## config.mk

```make
export PLATFORM = sky130hd
export DESIGN_NAME = neuron_scheduler
export DESIGN_NICKNAME = d
export VERILOG_FILES = /design/src/rtl/neuron_scheduler.sv
export SDC_FILE = /design/constraint.sdc
export NUM_CORES = 1
export LEC_CHECK = 0
export CAP_MARGIN = 30
export CORE_UTILIZATION = 60
export DETAILED_ROUTE_END_ITERATION = 12
export GPL_TIMING_DRIVEN = 0
export PLACE_DENSITY = 0.82
export SYNTH_ARGS = -nofsm -noshare
export SYNTH_HDL_FRONTEND = slang
export SYNTH_SLANG_ARGS = --single-unit
export TNS_END_PERCENT = 1
```

## constraint.sdc

```tcl
create_clock -name clk -period 5.3 [get_ports clk]
set_input_delay 1.06 -clock clk [delete_from_list [all_inputs] [get_ports clk]]
set_output_delay 1.06 -clock clk [all_outputs]
set_load 0.005 [all_outputs]
```

## src/rtl/neuron_scheduler.sv

```systemverilog
// rtl/neuron_scheduler.sv - time-multiplexed neuron scheduler around a shared combinational integrator
// Optional refractory counters are enabled with NEURON_SCHED_REFRACTORY_EN.
module neuron_scheduler #(
  parameter int          N            = 32,
  parameter int          NUM_NEURONS  = 8,
  parameter logic [N-1:0] V_INIT      = 32'hFFBF0000,
  parameter logic [N-1:0] W_INIT      = 32'hFFF10000,
  parameter int          REFRAC_STEPS = 2,
  localparam int         IW           = (NUM_NEURONS > 1) ? $clog2(NUM_NEURONS) : 1
) (
  input  logic          clk,
  input  logic          reset,
  input  logic          tick,
  output logic [IW-1:0] i_idx,
  input  logic [N-1:0]  i_data,
  output logic          int_en,
  output logic [N-1:0]  int_I,
  output logic [N-1:0]  int_v_old,
  output logic [N-1:0]  int_w_old,
  input  logic [N-1:0]  int_v_new,
  input  logic [N-1:0]  int_w_new,
  input  logic          int_fire,
  output logic          spk_valid,
  output logic [IW-1:0] spk_idx,
  input  logic          spk_ready,
  output logic          busy,
  output logic          done,
  output logic          overrun
);

  typedef enum logic [1:0] {S_IDLE, S_EVAL, S_EMIT, S_DONE} state_e;

  localparam logic [IW-1:0] LAST_IDX = IW'(NUM_NEURONS - 1);

  state_e        state_q;
  logic [IW-1:0] idx_q;
  logic [IW-1:0] spk_idx_q;
  logic          int_en_q;
  logic          spk_valid_q;
  logic          busy_q;
  logic          done_q;
  logic          overrun_q;
  logic [N-1:0]  v_q [NUM_NEURONS];
  logic [N-1:0]  w_q [NUM_NEURONS];

  logic          wb_en;
  logic          fire_ok;
  logic          is_last;

`ifdef NEURON_SCHED_REFRACTORY_EN
  localparam int CW = (REFRAC_STEPS < 1) ? 1 : $clog2(REFRAC_STEPS + 1);
  logic [CW-1:0] refr_q [NUM_NEURONS];
`endif

  assign is_last = (idx_q == LAST_IDX);

  // A refractory neuron keeps its EVAL slot so timestep latency stays fixed.
  always_comb begin
    wb_en   = 1'b1;
    fire_ok = int_fire;
`ifdef NEURON_SCHED_REFRACTORY_EN
    wb_en   = (refr_q[idx_q] == '0);
    fire_ok = int_fire && wb_en;
`endif
  end

  always_ff @(posedge clk or negedge reset) begin
    if (!reset) begin
      state_q     <= S_IDLE;
      idx_q       <= '0;
      spk_idx_q   <= '0;
      int_en_q    <= 1'b0;
      spk_valid_q <= 1'b0;
      busy_q      <= 1'b0;
      done_q      <= 1'b0;
      overrun_q   <= 1'b0;
      for (int i = 0; i < NUM_NEURONS; i++) begin
        v_q[i] <= V_INIT;
        w_q[i] <= W_INIT;
`ifdef NEURON_SCHED_REFRACTORY_EN
        refr_q[i] <= '0;
`endif
      end
    end else begin
      done_q <= 1'b0;
      if (tick && (state_q != S_IDLE)) begin
        overrun_q <= 1'b1;
      end
      case (state_q)
        S_IDLE: begin
          if (tick) begin
            state_q  <= S_EVAL;
            idx_q    <= '0;
            int_en_q <= 1'b1;
            busy_q   <= 1'b1;
          end
        end
        S_EVAL: begin
          if (wb_en) begin
            v_q[idx_q] <= int_v_new;
            w_q[idx_q] <= int_w_new;
          end
`ifdef NEURON_SCHED_REFRACTORY_EN
          if (!wb_en) begin
            refr_q[idx_q] <= refr_q[idx_q] - CW'(1);
          end else if (int_fire) begin
            refr_q[idx_q] <= CW'(REFRAC_STEPS);
          end
`endif
          if (fire_ok) begin
            state_q     <= S_EMIT;
            spk_idx_q   <= idx_q;
            int_en_q    <= 1'b0;
            spk_valid_q <= 1'b1;
          end else if (is_last) begin
            state_q  <= S_DONE;
            int_en_q <= 1'b0;
            done_q   <= 1'b1;
          end else begin
            idx_q <= idx_q + IW'(1);
          end
        end
        S_EMIT: begin
          if (spk_ready) begin
            spk_valid_q <= 1'b0;
            if (is_last) begin
              state_q <= S_DONE;
              done_q  <= 1'b1;
            end else begin
              state_q  <= S_EVAL;
              idx_q    <= idx_q + IW'(1);
              int_en_q <= 1'b1;
            end
          end
        end
        S_DONE: begin
          state_q <= S_IDLE;
          idx_q   <= '0;
          busy_q  <= 1'b0;
        end
        default: begin
          state_q <= S_IDLE;
        end
      endcase
    end
  end

  // Operands are zeroed outside EVAL so nothing stale reaches the integrator.
  assign i_idx     = idx_q;
  assign int_en    = int_en_q;
  assign int_I     = int_en_q ? i_data     : '0;
  assign int_v_old = int_en_q ? v_q[idx_q] : '0;
  assign int_w_old = int_en_q ? w_q[idx_q] : '0;
  assign spk_valid = spk_valid_q;
  assign spk_idx   = spk_idx_q;
  assign busy      = busy_q;
  assign done      = done_q;
  assign overrun   = overrun_q;

endmodule
```

# == After elaboration in Yosys (flattened, before gate mapping) ==
# Cells that the tools add are included.
# op_classes
addsub,1
multipliers,0
n_div,0
n_lt_le_gt_ge,2
n_eq_ne,10
n_shift,0
muxes,38
bitwise,1
reduce_logical,13
# op_table
op,n
$bwmux W256,2
$mux W32,8
$bmux W32 S3,2
$demux W32 S3,1
$mux W3,4
$pmux W3 S4,1
$mux W1,10
$mux W2,5
$ne A2 B2 Y1 const B,5
$reduce_and A3 Y1,3
$pmux W2 S4,1
$pmux W1 S2,3
$reduce_bool A2 Y1,3
$reduce_and A5 Y1,1
$eq A2 B2 Y1 const B,2
$ge A4 B4 Y1 const B,1
$lt A4 B1 Y1 const B,1
$not A3 Y4,1
$reduce_and A2 Y1,2
$add A3 B1 Y3 const B,1
$eq A3 B3 Y1 const B,1
$ne A3 B3 Y1 const B,1
$pmux W1 S3,1
$reduce_bool A3 Y1,1
3 further kinds,4
# word_totals
register_bits,525
latch_bits,0
mem_bits_rw,0
mem_bits_ro,0
in_bits,101
out_inout_bits,107
word_cells,89
n_memories,0

# == Logic depth before layout (Yosys ltp) ==
# depth
word_depth,6
depth_mapped,8
depth_no_buf,6

# == Least setup slack after synthesis ==
# No wires, ideal clock.
# synth_path
path_kind,reg-to-output
start,"reg idx_q[2], in the netlist i_idx[2]"
end,out int_v_old[2]
arrival_ns,1.578
required_ns,4.240
path_slack_ns,2.662
stages_incl_launch_ff,8
path_buffers,3
path_cell_list,dfrtp_1 > buf_2 > or2_1 > buf_2 > clkbuf_1 > nor3b_1 > nor3_1 > nor2_1
# synth_via
elab_chain_len,5
# synth_lines
element,line,source
"start, declared",36,logic [IW-1:0] idx_q;
"start signal, assigned",120,idx_q <= idx_q + IW'(1);
"start signal, assigned",131,idx_q <= idx_q + IW'(1);
$not A3 Y4 (not written as such),152,assign int_v_old = int_en_q ? v_q[idx_q] : '0;
$bmux W32 S3,152,
$mux W32 (not written as such) (2 in series),152,
$mux W32,152,
"end, declared",18,"output logic [N-1:0] int_v_old,"
# Every way passes these cells. The select of a mux whose other input is x is not followed.

# == Worst setup path after layout ==
# layout_path
start,"reg idx_q[2], in the netlist i_idx[2]"
end,out int_w_old[30]
# layout_via
elab_chain_len,5
# layout_lines
element,line,source
$not A3 Y4 (not written as such),153,assign int_w_old = int_en_q ? w_q[idx_q] : '0;
$bmux W32 S3,153,
$mux W32 (not written as such) (2 in series),153,
$mux W32,153,
"end, declared",19,"output logic [N-1:0] int_w_old,"
# Every way passes these cells. The select of a mux whose other input is x is not followed.

==> flow_summary_export.csv <==
group,metric,value,unit
status,status,"finished, final reports clean",
finish,layout-drive-gt1-share,0.440,
global_routing,busiest_layer,"met2",
floorplanning,die_w,205,um
floorplanning,die_h,205,um
timing,grt_setup_unrepaired,"false",
synth,syn_area,0.0247,mm^2
timing,final-setup-viol-count,0,
finish,multi_input_area,0.0106,mm^2
clock_network,path_clk_slew,0.06,ns
clock_network,cts_root_buffer,"clkbuf_16",
route,first_iter_violations,1114,
placement,hpwl,44.8,mm
pwr,switching_share,0.334,
floorplanning,die_area,0.0421,mm^2
route,num_vias,16500,
synth,yosys.cell_types.count,41,
run,drv_cap,0,
pwr,vdd_drop_max,0.000375,V
synth,ys_ff_latch,525,
route,drc_errors,0,
global_routing,grt_use_met1,0.439,
finish,fin_util,0.722,
global_routing,grt.overflow.total,0,
global_routing,grtUsageTotal,0.331,
synth,synthesis.nets,1891,
pwr,p_per_area,649,mW/mm^2
timing,worst_pin_slew,0.959,ns
clock_network,post_cts_buffers,0,
synth,syn-instance-count,1782,
clock_network,cts_resized,0,
synth,synth_fa_ha_area_frac,0.00405,
critical_path,crit_path_top_delay_cell,"clkbuf_1",
critical_path,arrival,3.87,ns
critical_path,startpoint,"i_idx[2]",
critical_path,r2r_start,"state_q[1]",
clock_network,cts_sinks,525,
critical_path,worstPathRequired,4.24,ns
finish,fillers,2685,
finish,areaGrowthSynthToFinish,18.9,%
placement,port_buffers,207,
pwr,share_comb_of_total_power,0.420,
floorplanning,core_area,0.0407,mm^2
critical_path,rr_worst_depth,6,
synth,synthMuxAreaShare,0.336,
synth,yosys_warnings,0,
synth,synth_compound_area_frac,0.0519,
route,post_drt_wl_per_cell,26.1,um
timing,final_hold_viol_count,0,
critical_path,start_kind,"flip-flop",
route,routed_via_density,6.28,
timing,slew_violations,0,
clock_network,cts_buffers,52,
global_routing,grt_util_met2,0.525,
finish,final-seq-area,0.0134,mm^2
route,routed_wl,68.5,mm
clock_network,cts_tree,"done",
critical_path,path_cells,"buf_2 -> nand2_1 -> clkbuf_1 -> o22ai_1 -> a311oi_1 -> nor2_1 -> clkdlybuf4s50_1",
global_routing,grt_max_degree,131,
pwr,seqPwrFrac,0.384,
clock_network,htree_levels,2,
route,dr.pass1.iters,6,
critical_path,crit_path_max_fanout,10,
synth,synth_top_family_by_area,"multiplexers",
synth,synth_xor_area_frac,0,
pwr,switching_power,6.38,mW
pwr,p_int,12.7,mW
timing,finalCriticalPeriod,4.93,ns
synth,synth.avg_cell_area,13.9,um^2
global_routing,antenna_found_initial,3,
finish,stdcell_count,2627,
timing,max_freq,203,MHz
synth,synthFlopType,"dfrtp_1",
timing,skew,0.0107,ns
finish,final_cell_mix,"mux2_2 (446), dfrtp_1 (301), dfstp_2 (224)",
timing,min_period_over_period,0.930,
critical_path,end_kind,"output pin",
global_routing,grt_pass1_vias,17100,
synth,async_reset_ff_frac,1.00,
critical_path,crit_type,"flip-flop to output pin",
placement,gp_congestion,0.841,
pwr,clkPwrFrac,0.195,
placement,placed_cells,2529,
global_routing,use_met3,0.0725,
clock_network,insertion_delay,0.60,ns
min_path,hp-class,"input port to async pin",
global_routing,grt_pass1_wl,103,mm
floorplanning,ios,208,
floorplanning,fp-row-count,74,
synth,seq_area_frac_synth,0.542,
timing,slew_headroom,0.361,
clock_network,clockBufferDepth,3,
finish,final_nets,2160,
floorplanning,floorplan.initialDensity,0.607,
synth,synth-simple-area-share,0.0358,
critical_path,critPathMaxStageDelay,0.70,ns
route,drt.antenna.violating_nets,0,
synth,synth_edf_count,0,
pwr,power.leakage,12.4,nW
finish,final_common_cell,"mux2_2",
clock_network,postCtsHoldBufs,0,
-- registers in the layout, summed over array words and instances (netlist names) --
name	count
spk_valid	1
int_en	1
done	1
overrun	1
busy	1
i_idx	3
state_q	2
v_q	256
w_q	256
spk_idx	3
-- Yosys cell counts, types with 3 or more instances --
master	instances	area (um^2)
nand2_1	8	30.0
a22o_1	3	26.3
nor2_1	84	315
a311oi_1	6	52.6
clkbuf_1	38	143
a22oi_1	6	45.0
a21oi_1	49	245
nor3_1	10	50.1
o21ai_0	3	15.0
buf_4	17	128
nor3b_1	11	82.6
or2_2	7	43.8
buf_2	55	275
dfstp_2	224	5890
a211oi_1	17	128
and2_1	32	200
mux2_2	446	5020
inv_1	6	22.5
mux2_4	60	901
ha_1	8	100
a211o_1	8	70.1
a31oi_1	9	56.3
mux2_1	16	180
or2_1	3	18.8
buf_6	14	158
dfrtp_1	301	7530
mux2i_1	221	2210
o22ai_1	99	619
buf_1	3	11.3
-- path summary, 6_finish.rpt --
check	to	slack (ns)
worst min register to register	overrun	0.46
max in group asynchronous	w_q[109]	3.37
min in group clk	overrun	0.46
worst min-delay path	v_q[72]	0.40
worst max-delay path	int_w_old[30]	0.37
worst max register to register	v_q[46]	2.72
-- power by group through the flow --
| stage | combinational (mW) | sequential, mW | clock [mW] |
|---|---|---|---|
| 2_1_floorplan | 5.03 | 7.03 | 0 |
| 3_3_place_gp | 7.62 | 7.23 | 0 |
| 3_5_place_dp | 7.91 | 7.34 | 0 |
| 4_1_cts | 7.98 | 7.29 | 3.76 |
| 5_1_grt | 8.53 | 7.53 | 3.92 |
| 6_report | 8.03 | 7.34 | 3.73 |
-- per-layer routing --
metal / wire length (um) / up-vias
met5: 13 / -
met1: 28100 / 8624
met3: 5300 / 159
met4: 2740 / 2
met2: 32300 / 680
li1: - / 7035
-- through the flow --
stage / worst slack (ns) / instance area [um^2] / hold slack (ns) / power [mW] / setup TNS [ns]
2_1_floorplan: 2.66 / 24700 / 0.451 / 12.1 / 0
3_3_place_gp: -18.56 / 27500 / 0.446 / 14.8 / -8255.73
3_5_place_dp: 1.22 / 27700 / 0.453 / 15.2 / 0
4_1_cts: 0.562 / 29400 / 0.405 / 19.0 / 0
5_1_grt: 0.350 / 29400 / 0.428 / 20.0 / 0
6_report: 0.373 / 29400 / 0.396 / 19.1 / 0
-- critical path: cells and delay by family (launching register included) --
kind / cells / cell delay, ns
buffers and inverters: 3 / 1.42
AO/OA/AOI/OAI: 2 / 0.87
AND/OR/NAND/NOR: 2 / 0.56
flip-flops: 1 / 0.43
-- area by class of cell --
cell class,count,share of cell area
sequential,525,0.456
multi-input combinational,1123,0.360
timing repair buffer,215,0.0768
clock buffer,87,0.0562
buffer,127,0.0243
tap,532,0.0226
clock inverter,9,0.00272
inverter,7,0.000894
antenna,2,0.000170
-- logic make-up after synthesis --
| logic type | Yosys count |
|---|---|
| mux | 743 |
| compound gates | 203 |
| buf+inv | 134 |
| fa+ha+maj | 8 |
| simple gates | 169 |
| flops | 525 |
No activity file was read; power rests on OpenSTA's default activity.
